**src/rtl/lcd_pkg.sv**
```systemverilog
// Shared types and constants for the HD44780 command sequencer.
// The init ROM is only referenced when LCD_INIT_EN is defined.
package lcd_pkg;

   typedef enum logic [2:0] {
      ST_IDLE,
      ST_SETUP,
      ST_PULSE,
      ST_HOLD,
      ST_EXEC
`ifdef LCD_INIT_EN
      , ST_INIT_WAIT
`endif
   } lcd_state_e;

   localparam int BIT_ON = 31;
   localparam int BIT_EN = 10;
   localparam int BIT_RS = 9;
   localparam int BIT_RW = 8;

   localparam logic [7:0] CMD_CLEAR = 8'h01;
   localparam logic [7:0] CMD_HOME  = 8'h02;

   localparam int INIT_LEN = 6;
   localparam logic [0:INIT_LEN-1][7:0] INIT_SEQ = {
      8'h38, 8'h38, 8'h38, 8'h0C, 8'h01, 8'h06
   };

   function automatic int max_int(input int a, input int b);
      return (a > b) ? a : b;
   endfunction

   // Clear and home need the long execution wait; everything else is short.
   function automatic logic is_long_cmd(input logic rs, input logic [7:0] b);
      return !rs && ((b == CMD_CLEAR) || (b == CMD_HOME));
   endfunction

endpackage

```
**src/rtl/lcd_cmd_fifo.sv**
```systemverilog
// Small synchronous FIFO for queued LCD writes ({rs, byte}).
// DEPTH must be a power of two so the pointers wrap by overflow.
module lcd_cmd_fifo #(
   parameter int DEPTH = 4,
   parameter int WIDTH = 9
) (
   input  logic                       clk,
   input  logic                       rst_n,
   input  logic                       push,
   input  logic                       pop,
   input  logic [WIDTH-1:0]           wdata,
   output logic [WIDTH-1:0]           rdata,
   output logic                       full,
   output logic                       empty,
   output logic [$clog2(DEPTH):0]     level
);

   localparam int AW = $clog2(DEPTH);
   localparam int LW = AW + 1;

   logic [WIDTH-1:0] mem [DEPTH];
   logic [AW-1:0]    wr_ptr;
   logic [AW-1:0]    rd_ptr;
   logic             do_push;
   logic             do_pop;

   assign full    = (level == LW'(DEPTH));
   assign empty   = (level == '0);
   assign do_push = push && !full;
   assign do_pop  = pop && !empty;
   assign rdata   = mem[rd_ptr];

   always_ff @(posedge clk or negedge rst_n) begin
      if (!rst_n) begin
         wr_ptr <= '0;
         rd_ptr <= '0;
         level  <= '0;
      end else begin
         if (do_push) wr_ptr <= wr_ptr + 1'b1;
         if (do_pop)  rd_ptr <= rd_ptr + 1'b1;
         case ({do_push, do_pop})
            2'b10:   level <= level + 1'b1;
            2'b01:   level <= level - 1'b1;
            default: level <= level;
         endcase
      end
   end

   always_ff @(posedge clk) begin
      if (do_push) mem[wr_ptr] <= wdata;
   end

endmodule

```
**src/rtl/lcd_cmd_sequencer.sv**
```systemverilog
// Replays queued CPU byte writes onto HD44780 pins with setup/EN/hold/exec timing.
// Define LCD_INIT_EN to add the power-on wait and fixed init command sequence.
//
// state      | meaning
// INIT_WAIT  | power-on delay before init sequence (LCD_INIT_EN only)
// IDLE       | waiting for an init command or a FIFO entry
// SETUP      | data/RS driven, EN low
// PULSE      | EN high
// HOLD       | EN low, data/RS held
// EXEC       | waiting for the LCD to finish the command
module lcd_cmd_sequencer
   import lcd_pkg::*;
#(
   parameter int DEPTH     = 4,
   parameter int SETUP_CYC = 2,
   parameter int PULSE_CYC = 12,
   parameter int HOLD_CYC  = 2,
   parameter int EXEC_CYC  = 2000,
   parameter int LONG_CYC  = 82000,
   parameter int INIT_CYC  = 750000
) (
   input  logic                     i_clk,
   input  logic                     i_rst_n,
   input  logic                     i_wr,
   input  logic [31:0]              i_wdata,
   output logic                     o_full,
   output logic [$clog2(DEPTH):0]   o_level,
   output logic                     o_busy,
   output logic                     o_overflow,
   output logic [7:0]               o_lcd_data,
   output logic                     o_lcd_rs,
   output logic                     o_lcd_rw,
   output logic                     o_lcd_en,
   output logic                     o_lcd_on
);

   localparam int MAX_CYC = max_int(max_int(max_int(SETUP_CYC, PULSE_CYC), max_int(HOLD_CYC, EXEC_CYC)),
                                    max_int(LONG_CYC, INIT_CYC));
   localparam int CNT_W   = $clog2(MAX_CYC + 1);

   // Phases last exactly N cycles: load N-1 and leave on the cycle the count is zero.
   localparam logic [CNT_W-1:0] LD_SETUP = CNT_W'(SETUP_CYC - 1);
   localparam logic [CNT_W-1:0] LD_PULSE = CNT_W'(PULSE_CYC - 1);
   localparam logic [CNT_W-1:0] LD_HOLD  = CNT_W'(HOLD_CYC - 1);
   localparam logic [CNT_W-1:0] LD_EXEC  = CNT_W'(EXEC_CYC - 1);
   localparam logic [CNT_W-1:0] LD_LONG  = CNT_W'(LONG_CYC - 1);

   lcd_state_e       state;
   lcd_state_e       state_nxt;
   logic [CNT_W-1:0] cnt;
   logic [CNT_W-1:0] cnt_nxt;
   logic [7:0]       data_nxt;
   logic             rs_nxt;
   logic             en_nxt;

   logic             push_req;
   logic             fifo_pop;
   logic             fifo_full;
   logic             fifo_empty;
   logic [8:0]       fifo_rdata;
   logic             unused_wdata;

`ifdef LCD_INIT_EN
   localparam logic [CNT_W-1:0] LD_INIT = CNT_W'(INIT_CYC - 1);
   localparam int IW = $clog2(INIT_LEN + 1);

   logic [IW-1:0] init_idx;
   logic [IW-1:0] init_idx_nxt;
   logic          init_pending;

   assign init_pending = (init_idx != IW'(INIT_LEN));
`endif

   assign push_req     = i_wr && i_wdata[BIT_EN];
   assign o_full       = fifo_full;
   assign o_lcd_rw     = 1'b0;
   assign unused_wdata = ^{i_wdata[30:11], i_wdata[BIT_RW]};

`ifdef LCD_INIT_EN
   assign o_busy = (state != ST_IDLE) || !fifo_empty || init_pending;
`else
   assign o_busy = (state != ST_IDLE) || !fifo_empty;
`endif

   lcd_cmd_fifo #(
      .DEPTH (DEPTH),
      .WIDTH (9)
   ) u_fifo (
      .clk   (i_clk),
      .rst_n (i_rst_n),
      .push  (push_req),
      .pop   (fifo_pop),
      .wdata ({i_wdata[BIT_RS], i_wdata[7:0]}),
      .rdata (fifo_rdata),
      .full  (fifo_full),
      .empty (fifo_empty),
      .level (o_level)
   );

   always_comb begin
      state_nxt = state;
      cnt_nxt   = cnt;
      data_nxt  = o_lcd_data;
      rs_nxt    = o_lcd_rs;
      en_nxt    = o_lcd_en;
      fifo_pop  = 1'b0;
`ifdef LCD_INIT_EN
      init_idx_nxt = init_idx;
`endif
      case (state)
`ifdef LCD_INIT_EN
         ST_INIT_WAIT: begin
            if (cnt == '0) state_nxt = ST_IDLE;
            else           cnt_nxt   = cnt - 1'b1;
         end
`endif
         ST_IDLE: begin
`ifdef LCD_INIT_EN
            // Init commands take priority; FIFO entries wait behind them.
            if (init_pending) begin
               data_nxt     = INIT_SEQ[init_idx];
               rs_nxt       = 1'b0;
               init_idx_nxt = init_idx + 1'b1;
               cnt_nxt      = LD_SETUP;
               state_nxt    = ST_SETUP;
            end else
`endif
            if (!fifo_empty) begin
               fifo_pop  = 1'b1;
               rs_nxt    = fifo_rdata[8];
               data_nxt  = fifo_rdata[7:0];
               cnt_nxt   = LD_SETUP;
               state_nxt = ST_SETUP;
            end
         end
         ST_SETUP: begin
            if (cnt == '0) begin
               en_nxt    = 1'b1;
               cnt_nxt   = LD_PULSE;
               state_nxt = ST_PULSE;
            end else begin
               cnt_nxt = cnt - 1'b1;
            end
         end
         ST_PULSE: begin
            if (cnt == '0) begin
               en_nxt    = 1'b0;
               cnt_nxt   = LD_HOLD;
               state_nxt = ST_HOLD;
            end else begin
               cnt_nxt = cnt - 1'b1;
            end
         end
         ST_HOLD: begin
            if (cnt == '0) begin
               cnt_nxt   = is_long_cmd(o_lcd_rs, o_lcd_data) ? LD_LONG : LD_EXEC;
               state_nxt = ST_EXEC;
            end else begin
               cnt_nxt = cnt - 1'b1;
            end
         end
         ST_EXEC: begin
            if (cnt == '0) state_nxt = ST_IDLE;
            else           cnt_nxt   = cnt - 1'b1;
         end
         default: state_nxt = ST_IDLE;
      endcase
   end

   always_ff @(posedge i_clk or negedge i_rst_n) begin
      if (!i_rst_n) begin
`ifdef LCD_INIT_EN
         state    <= ST_INIT_WAIT;
         cnt      <= LD_INIT;
         init_idx <= '0;
`else
         state    <= ST_IDLE;
         cnt      <= '0;
`endif
         o_lcd_data <= '0;
         o_lcd_rs   <= 1'b0;
         o_lcd_en   <= 1'b0;
      end else begin
         state      <= state_nxt;
         cnt        <= cnt_nxt;
         o_lcd_data <= data_nxt;
         o_lcd_rs   <= rs_nxt;
         o_lcd_en   <= en_nxt;
`ifdef LCD_INIT_EN
         init_idx   <= init_idx_nxt;
`endif
      end
   end

   // ON is a direct register image bit, never queued; overflow ignores a same-cycle pop.
   always_ff @(posedge i_clk or negedge i_rst_n) begin
      if (!i_rst_n) begin
         o_lcd_on   <= 1'b0;
         o_overflow <= 1'b0;
      end else begin
         if (i_wr)                  o_lcd_on   <= i_wdata[BIT_ON];
         if (push_req && fifo_full) o_overflow <= 1'b1;
      end
   end

endmodule
```
**config.mk**
```make
export PLATFORM = sky130hd
export DESIGN_NAME = lcd_cmd_sequencer
export DESIGN_NICKNAME = d
export VERILOG_FILES = /design/src/rtl/lcd_pkg.sv /design/src/rtl/lcd_cmd_fifo.sv /design/src/rtl/lcd_cmd_sequencer.sv
export SDC_FILE = /design/constraint.sdc
export NUM_CORES = 1
export LEC_CHECK = 0
export BUFFER_PORTS_ARGS = -buffer_cell sky130_fd_sc_hd__buf_2
export CAP_MARGIN = 15
export CORE_ASPECT_RATIO = 0.8
export CORE_UTILIZATION = 45
export CTS_CLUSTER_DIAMETER = 80
export DETAILED_ROUTE_END_ITERATION = 10
export HOLD_SLACK_MARGIN = 0.15
export PLACE_DENSITY = 0.72
export SLEW_MARGIN = 20
export SYNTH_ARGS = -nofsm -noshare
export SYNTH_HDL_FRONTEND = slang
export SYNTH_SLANG_ARGS = --single-unit
```
**constraint.sdc**
```tcl
create_clock -name i_clk -period 2.8 [get_ports i_clk]
set_input_delay 0.14 -clock i_clk [delete_from_list [all_inputs] [get_ports i_clk]]
set_output_delay 0.14 -clock i_clk [all_outputs]
set_load 0.05 [all_outputs]
```
==> results of run 1 <==
cell usage in the layout (no fill, tap or decap), types with 2 or more instances in the layout:
master / netlist / layout
xor2_1: 11 / 11
nor4_4: 3 / 3
nor4_1: 2 / 2
clkbuf_8: 0 / 10
mux2_2: 10 / 10
buf_2: 6 / 30
o21ai_0: 10 / 10
and3_1: 2 / 2
dlygate4sd3_1: 0 / 14
and2_1: 5 / 5
nor2b_1: 3 / 3
o31ai_1: 5 / 5
nor2_1: 22 / 22
a21oi_1: 8 / 8
inv_1: 11 / 11
a221o_1: 2 / 2
bufinv_16: 0 / 2
dfrtp_1: 42 / 42
nor4b_1: 2 / 2
or3_1: 2 / 2
nor3b_1: 3 / 3
a31oi_1: 4 / 4
nand3_1: 9 / 9
o31a_1: 2 / 2
edfxtp_1: 36 / 36
mux4_2: 9 / 9
xnor2_1: 7 / 7
nand4_1: 7 / 7
a211o_1: 3 / 3
nand2_1: 21 / 21
ha_1: 7 / 7
buf_4: 1 / 6
nor3_1: 8 / 8
mux2i_1: 2 / 2
nor3_2: 3 / 3
what timing repair did:
item	4_1_cts	5_1_grt
hold buffers	14	0
setup buffers	0	0
endpoints found under the hold margin	80	0
power groups by stage:
stage	Clock, W	Combinational, W	Sequential, W
CTS	0.000978	0.00120	0.00183
floorplan	0	0.000817	0.00191
global route	0.00102	0.00131	0.00188
detailed placement	0	0.00117	0.00185
global placement	0	0.00113	0.00184
finish	0.000961	0.00119	0.00183
state kept, by name, indices dropped and copies added, names as in the netlist:
register / flops
o_lcd_data: 8
o_lcd_rs: 1
o_lcd_on: 1
cnt: 20
o_lcd_en: 1
u_fifo.wr_ptr: 2
u_fifo.rd_ptr: 2
o_overflow: 1
state: 3
u_fifo.mem: 36
u_fifo.level: 3
metrics by stage:
step,utilization (%),cell area (sq um)
2_1_floorplan,-,3820
3_3_place_gp,50.5,4080
3_5_place_dp,50.5,4080
4_1_cts,55.0,4450
5_1_grt,55.0,4450
6_report,55.0,4450
layer usage:
layer  wire length (um)  vias to the layer above
met5                  0                        -
met4                 90                        0
met3                416                        8
met2               3560                       91
met1               3700                     1292
li1                   -                     1225
logic make-up after synthesis:
kind of cell	synth area share, %
simple gates	15.6
flops	55.7
compound gates	9.91
buf+inv	2.94
mux	8.77
xor+xnor	4.12
fa+ha+maj	2.81
other cells	0.0980
worst reg2reg max path: stages, from the launching register on:
cell and delay [ps]:
dfrtp_1 440, buf_4 190, o21ai_0 180, a21boi_0 450, o31a_1 530, o211a_1 430
nor2_1 100
layout make-up:
type | instances | area, sq um
clock inverters | 6 | 91.3
flip-flops and latches | 78 | 2130
inverters | 11 | 41.3
multi-input cells | 200 | 1580
fillers | 678 | 3640
repair buffers | 50 | 335
well taps | 108 | 135
clock buffers | 10 | 138
worst paths after layout:
| path | to | depth (start not counted) | slack [ps] |
|---|---|---|---|
| worst max-delay path | cnt[4]$_DFFE_PN0P_ | 6 | 370 |
| worst min register to register | u_fifo.level[2]$_DFFE_PN0P_ | 1 | 520 |
| worst min-delay path | u_fifo.wr_ptr[0]$_DFFE_PN0P_ | 4 | 240 |
| max in group asynchronous | u_fifo.rd_ptr[1]$_DFFE_PN0P_ | 2 | 1720 |
| worst max register to register | cnt[4]$_DFFE_PN0P_ | 6 | 370 |
| min in group asynchronous | cnt[5]$_DFFE_PN0P_ | 2 | 480 |
==> summary.md, run 1 <==
| Metric | Value |
|---|---|
| DR vias | `2616` |
| Setup crit end kind | `register` |
| Top Ports | `53` |
| Initial Utilization | `47.3%` |
| PortBufs | `30` |
| # setup viols final | `0` |
| Cell Area, Synth | `0.00382 sq mm` |
| Die width | `105 um` |
| Layout area overhead | `16.4%` |
| Min-Delay Path Class | `input pin to register` |
| Final Max Slew Viols | `0` |
| Critical path startpoint | `state[1]$_DFFE_PN0P_` |
| M1 GR Usage | `27.2%` |
| Pint | `0.00251 W` |
| Most used DFF post-synth | `dfrtp_1` |
| Pin count of the biggest net entering global routing | `43` |
| Fin crit period | `2430 ps` |
| Final Hold Fails | `0` |
| Met3 usage in global routing | `3.73%` |
| Comb pwr share | `30.0%` |
| CTS-repair resized insts | `0` |
| Worst-margin pin slew | `964 ps` |
| First-pass GRT wire length | `13100 um` |
| Final hold slack | `239 ps` |
| YS warnings | `0` |
| Smallest setup slack after layout | `374 ps` |
| Register area share after synthesis | `55.7%` |
| Final #Nets | `393` |
| Data required, critical path | `3030 ps` |
| Bufs and invs on worst path | `1` |
| Final ANT Viol Nets | `0` |
| Sequential Power Share | `45.9%` |
| Slowest stage cell, crit path | `o31a_1` |
| CTS clock-pin slew for the worst setup and hold paths | `80 ps` |
| Syn nets | `346` |
| Routed vias/inst | `5.65` |
| All-Layer GR Usage | `19.1%` |
| Leading area contributor after synthesis | `edfxtp_1` |
| Drt total wl | `7770 um` |
| Lkg Pwr | `1.72 nW` |
| Max H-tree Level | `3` |
| Syn avg cell area | `12.6 sq um` |
| Crit path cell chain | `buf_4, o21ai_0, a21boi_0, o31a_1, o211a_1, nor2_1` |
| Synth async-reset ratio | `53.8%` |
| VDD IR max | `0.860 mV` |
| Worst setup SP type | `register` |
| Library cells used by synthesis | `63` |
| Fin cells | `463` |
| Yosys top cell area share | `28.3%` |
| Setup Skew | `3.71 ps` |
| Top post-synthesis cells by count | `dfrtp_1 (42), edfxtp_1 (36), nor2_1 (22)` |
| Max-slew headroom | `35.7%` |
| Clock sink count | `78` |
| Post-synth EDFFs | `36` |
| Total die area | `0.00887 sq mm` |
| Final period util | `86.6%` |
| Setup TNS | `0 ps` |
| Post-placement setup slack | `426 ps` |
| Sw frac | `37.0%` |
| Critical path type | `register to register` |
| Psw | `0.00147 W` |
| RSZ-0062 raised after global routing | `false` |
| Worst-skew pair later-pin latency | `350 ps` |
| Mapped Cells | `303` |
| Clock Tree Buf Depth | `2` |
| Critical hold path startpoint | `i_wr` |
| Gr busiest metal | `met2` |
| Power Dens Cells | `894 mW/mm^2` |
| Core footprint | `0.00809 sq mm` |
| Grt ovf | `0` |
| Critical R2R Launch | `state[1]$_DFFE_PN0P_` |
| Die Height | `84.5 um` |
| Routed WL per cell | `16.8 um` |
| CTS tree | `yes` |
| Layout cells sized above 1 | `24.8%` |
| GR Layer Usage met2 | `29.7%` |
| Fmax | `412 MHz` |
| Dpl cells | `433` |
| ANT cells | `0` |
| Outcome | `finished, final reports clean` |
| DRT iter0 DRCs | `221` |
| DPL Wire Length | `5390 um` |
| Synthesized flop and latch total | `78` |
| Critical path's largest stage delay | `530 ps` |
| Total power | `0.00398 W` |
| Power share of the clock group | `24.1%` |
| CTS root buf | `clkbuf_8` |
| Vias in the first global route | `2590` |
| Initial antenna violation count | `0` |
| Top delay family on crit path | `compound AO/OA/AOI/OAI gates` |
| Final GP Congestion | `0.857` |
| Most frequent cell after synthesis | `dfrtp_1` |
| Max cap viols | `0` |
| Critical Path AT | `2650 ps` |
| Drt first pass iters | `5` |
| DRC violations left | `0` |
| Ranking of synthesized cells by area | `edfxtp_1 (28%), dfrtp_1 (27%), mux4_2 (5.3%)` |
| Site Rows | `29` |
| Peak fanout along the critical path | `11` |
| CTS Buf Count | `9` |
(Power assumes the default switching activity.)
==> run 2, diff against run 1 <==
Settings changed: BUFFER_PORTS_ARGS -buffer_cell sky130_fd_sc_hd__buf_2 to not set, DONT_BUFFER_PORTS set to 1, PLACE_DENSITY 0.72 to 0.67.
==> run 2 against run 1 <==
- clock-buffer cell count down 1
- combinational power barely moved
- maximum frequency rose by 3.4%
- setup slack gained 80 ps
- global-route usage shrank 0.072 points
- sequential power is essentially flat
- critical path depth did not move
==> summary.md, run 2 (synthesis results as in run 1) <==
| Metric | Value |
|---|---|
| CTS root buf | `clkbuf_8` |
| CTS-repair resized insts | `0 (unchanged)` |
| Worst setup SP type | `register` |
| Placed inst area | `0.00403 sq mm (-1.3%)` |
| Final ANT Viol Nets | `0 (unchanged)` |
| Routed vias/inst | `5.59 (-1.1%)` |
| Post-CTS Setup Bufs | `0 (unchanged)` |
| Psw | `0.00144 W (-2.6%)` |
| Max cap viols | `0 (unchanged)` |
| Fmax | `426 MHz (+3.4%)` |
| Total die area | `0.00887 sq mm (unchanged)` |
| RSZ-0062 raised after global routing | `false` |
| Initial antenna violation count | `0 (unchanged)` |
| # setup viols final | `0 (unchanged)` |
| Clock Tree Buf Depth | `2 (unchanged)` |
| Regs by FF count | `u_fifo.mem (36), cnt (20), o_lcd_data (8)` |
| Fin cells | `447 (-3.5%)` |
| Fin crit period | `2350 ps (-79.6 ps)` |
| Data required, critical path | `3020 ps (about the same)` |
| ANT cells | `0 (unchanged)` |
| Initial Utilization | `47.3% (unchanged)` |
| Sequential Power Share | `49.7% (+3.8 points)` |
| CTS tree | `yes` |
| DR vias | `2498 (-4.5%)` |
| Vias in the first global route | `2508 (-3.2%)` |
| Critical path's largest stage delay | `460 ps (-70 ps)` |
| VDD IR max | `0.634 mV (-26%)` |
| Final Hold Fails | `0 (unchanged)` |
| Die Height | `84.5 um (unchanged)` |
| Peak fanout along the critical path | `9 (-2)` |
| Commonest non-fill, non-tap cell in the layout | `dfrtp_1` |
| Power Dens Cells | `856 mW/mm^2 (-4.2%)` |
| Final period util | `83.8% (-2.8 points)` |
| CTS clock-pin slew for the worst setup and hold paths | `80 ps (about the same)` |
| Drt first pass iters | `4 (-1)` |
| Drt total wl | `7650 um (-1.5%)` |
| Sw frac | `38.3% (+1.3 points)` |
| Core footprint | `0.00809 sq mm (unchanged)` |
| Outcome | `finished, final reports clean` |
| Max reg flops | `36 (unchanged)` |
| Lkg Pwr | `1.65 nW (-3.9%)` |
| Pint | `0.00231 W (-7.9%)` |
| Setup Skew | `10.5 ps (+6.81 ps)` |
| Critical Path AT | `2560 ps (-90 ps)` |
| Dpl cells | `416 (-3.9%)` |
| Top Ports | `53 (unchanged)` |
| First-pass GRT wire length | `13000 um (-1.3%)` |
| Layout cells sized above 1 | `20.9% (-3.8 points)` |
| DRC violations left | `0 (unchanged)` |
| Worst-margin pin slew | `670 ps (-295 ps)` |
| Max H-tree Level | `3 (unchanged)` |
| CTS Buf Count | `9 (unchanged)` |
| Final Instance Area | `0.00437 sq mm (-1.8%)` |
| Site Rows | `29 (unchanged)` |
| Grt ovf | `0 (unchanged)` |
| Final-layout fill cell count | `665 (-1.9%)` |
| Most frequent cells in the layout | `dfrtp_1 (42), edfxtp_1 (36), nor2_1 (22)` |
| Final Max Slew Viols | `0 (unchanged)` |
| Crit path cell chain | `nor3_2, nand3_2, o21ai_2, a2bb2oi_2, o31ai_1, or3_1` |
| Final #Nets | `378 (-3.8%)` |
| Min-Delay Path Class | `input pin to async pin` |
| Critical path type | `register to register` |
| All-Layer GR Usage | `19.0% (-0.072 points)` |
| Setup TNS | `0 ps (unchanged)` |
| Layout area overhead | `14.3%` |
| Die width | `105 um (unchanged)` |
| Comb pwr share | `31.2% (+1.2 points)` |
| Slowest stage cell, crit path | `o21ai_2` |
| Worst-skew pair later-pin latency | `340 ps (about the same)` |
| Clock sink count | `78 (unchanged)` |
| Biggest register | `u_fifo.mem` |
| Routed WL per cell | `17.1 um (+2.0%)` |
| Power share of the clock group | `19.0% (-5.1 points)` |
| DPL Wire Length | `5290 um (-1.9%)` |
| PortBufs | `0 (-100%)` |
| Final GP Congestion | `0.850 (-0.81%)` |
| Pin count of the biggest net entering global routing | `43 (unchanged)` |
| Setup crit end kind | `register` |
| DRT iter0 DRCs | `124 (-44%)` |
| Max-slew headroom | `55.0% (+19 points)` |
==> run 2: cell types whose count changed in the layout (fill, tap and decap cells not counted), sizes merged <==
| cell | before | now |
|---|---|---|
| bufinv | 2 | 0 |
| clkbuf | 10 | 9 |
| buf | 36 | 20 |
| clkinv | 1 | 4 |
| dlygate4sd3 | 14 | 15 |
| inv | 13 | 12 |
==> run 2: worst paths after layout <==
check | from | to | slack, ps | depth (start not counted)
worst min register to register | state[2]$_DFFE_PN0P_ | state[0]$_DFFE_PN0P_ | 490 | 1
worst min-delay path | i_rst_n | o_lcd_data[5]$_DFFE_PN0P_ | 300 | 2
max in group asynchronous | i_rst_n | state[1]$_DFFE_PN0P_ | 2290 | 2
worst max-delay path | cnt[5]$_DFFE_PN0P_ | cnt[9]$_DFFE_PN0P_ | 450 | 6
worst max register to register | cnt[5]$_DFFE_PN0P_ | cnt[9]$_DFFE_PN0P_ | 450 | 6
min in group i_clk | state[2]$_DFFE_PN0P_ | state[0]$_DFFE_PN0P_ | 490 | 1
==> run 2: final cells by class <==
class	count	area [sq um]	share of cell area, %
Tap cell	108	135	3.09
Sequential cell	78	2130	48.8
Multi-Input combinational cell	200	1580	36.1
Clock buffer	9	124	2.83
Inverter	11	41.3	0.944
Timing Repair Buffer	35	320	7.33
Clock inverter	6	38.8	0.887
==> run 2: per-layer routing <==
| metal | global-route usage [%] | vias up | wire length (um) |
|---|---|---|---|
| li1 | - | 1189 | - |
| met1 | 27.3 | 1225 | 3630 |
| met2 | 28.4 | 82 | 3500 |
| met3 | 5.90 | 2 | 485 |
| met4 | 4.23 | 0 | 32 |
| met5 | 0 | - | 0 |
==> run 2: timing repair <==
item	4_1_cts	5_1_grt
hold buffers	16	0
endpoints found under the setup margin	0	0
hold endpoints to repair	82	0
==> run 2: per-stage QoR <==
step	utilization [%]	total power [W]	hold slack (ps)	worst slack (ps)
floorplan	-	0.00272	-156	207
global placement	49.8	0.00296	-154	487
detailed placement	49.8	0.00300	-154	502
CTS	54.0	0.00377	307	477
global route	54.0	0.00397	315	317
finish	54.0	0.00374	302	454
==> run 2: critical path: cells and delay by family, from the launching register on <==
family          cells  cell delay, ps
compound gates      3             710
flops               1             440
simple gates        3            1080
==> run 2: power by group through the flow <==
stage               Combinational [W]  Clock [W]  Sequential [W]
floorplan                    0.000817          0         0.00191
global placement              0.00109          0         0.00187
detailed placement            0.00112          0         0.00188
CTS                           0.00117   0.000735         0.00186
global route                  0.00128   0.000778         0.00191
finish                        0.00117   0.000712         0.00186
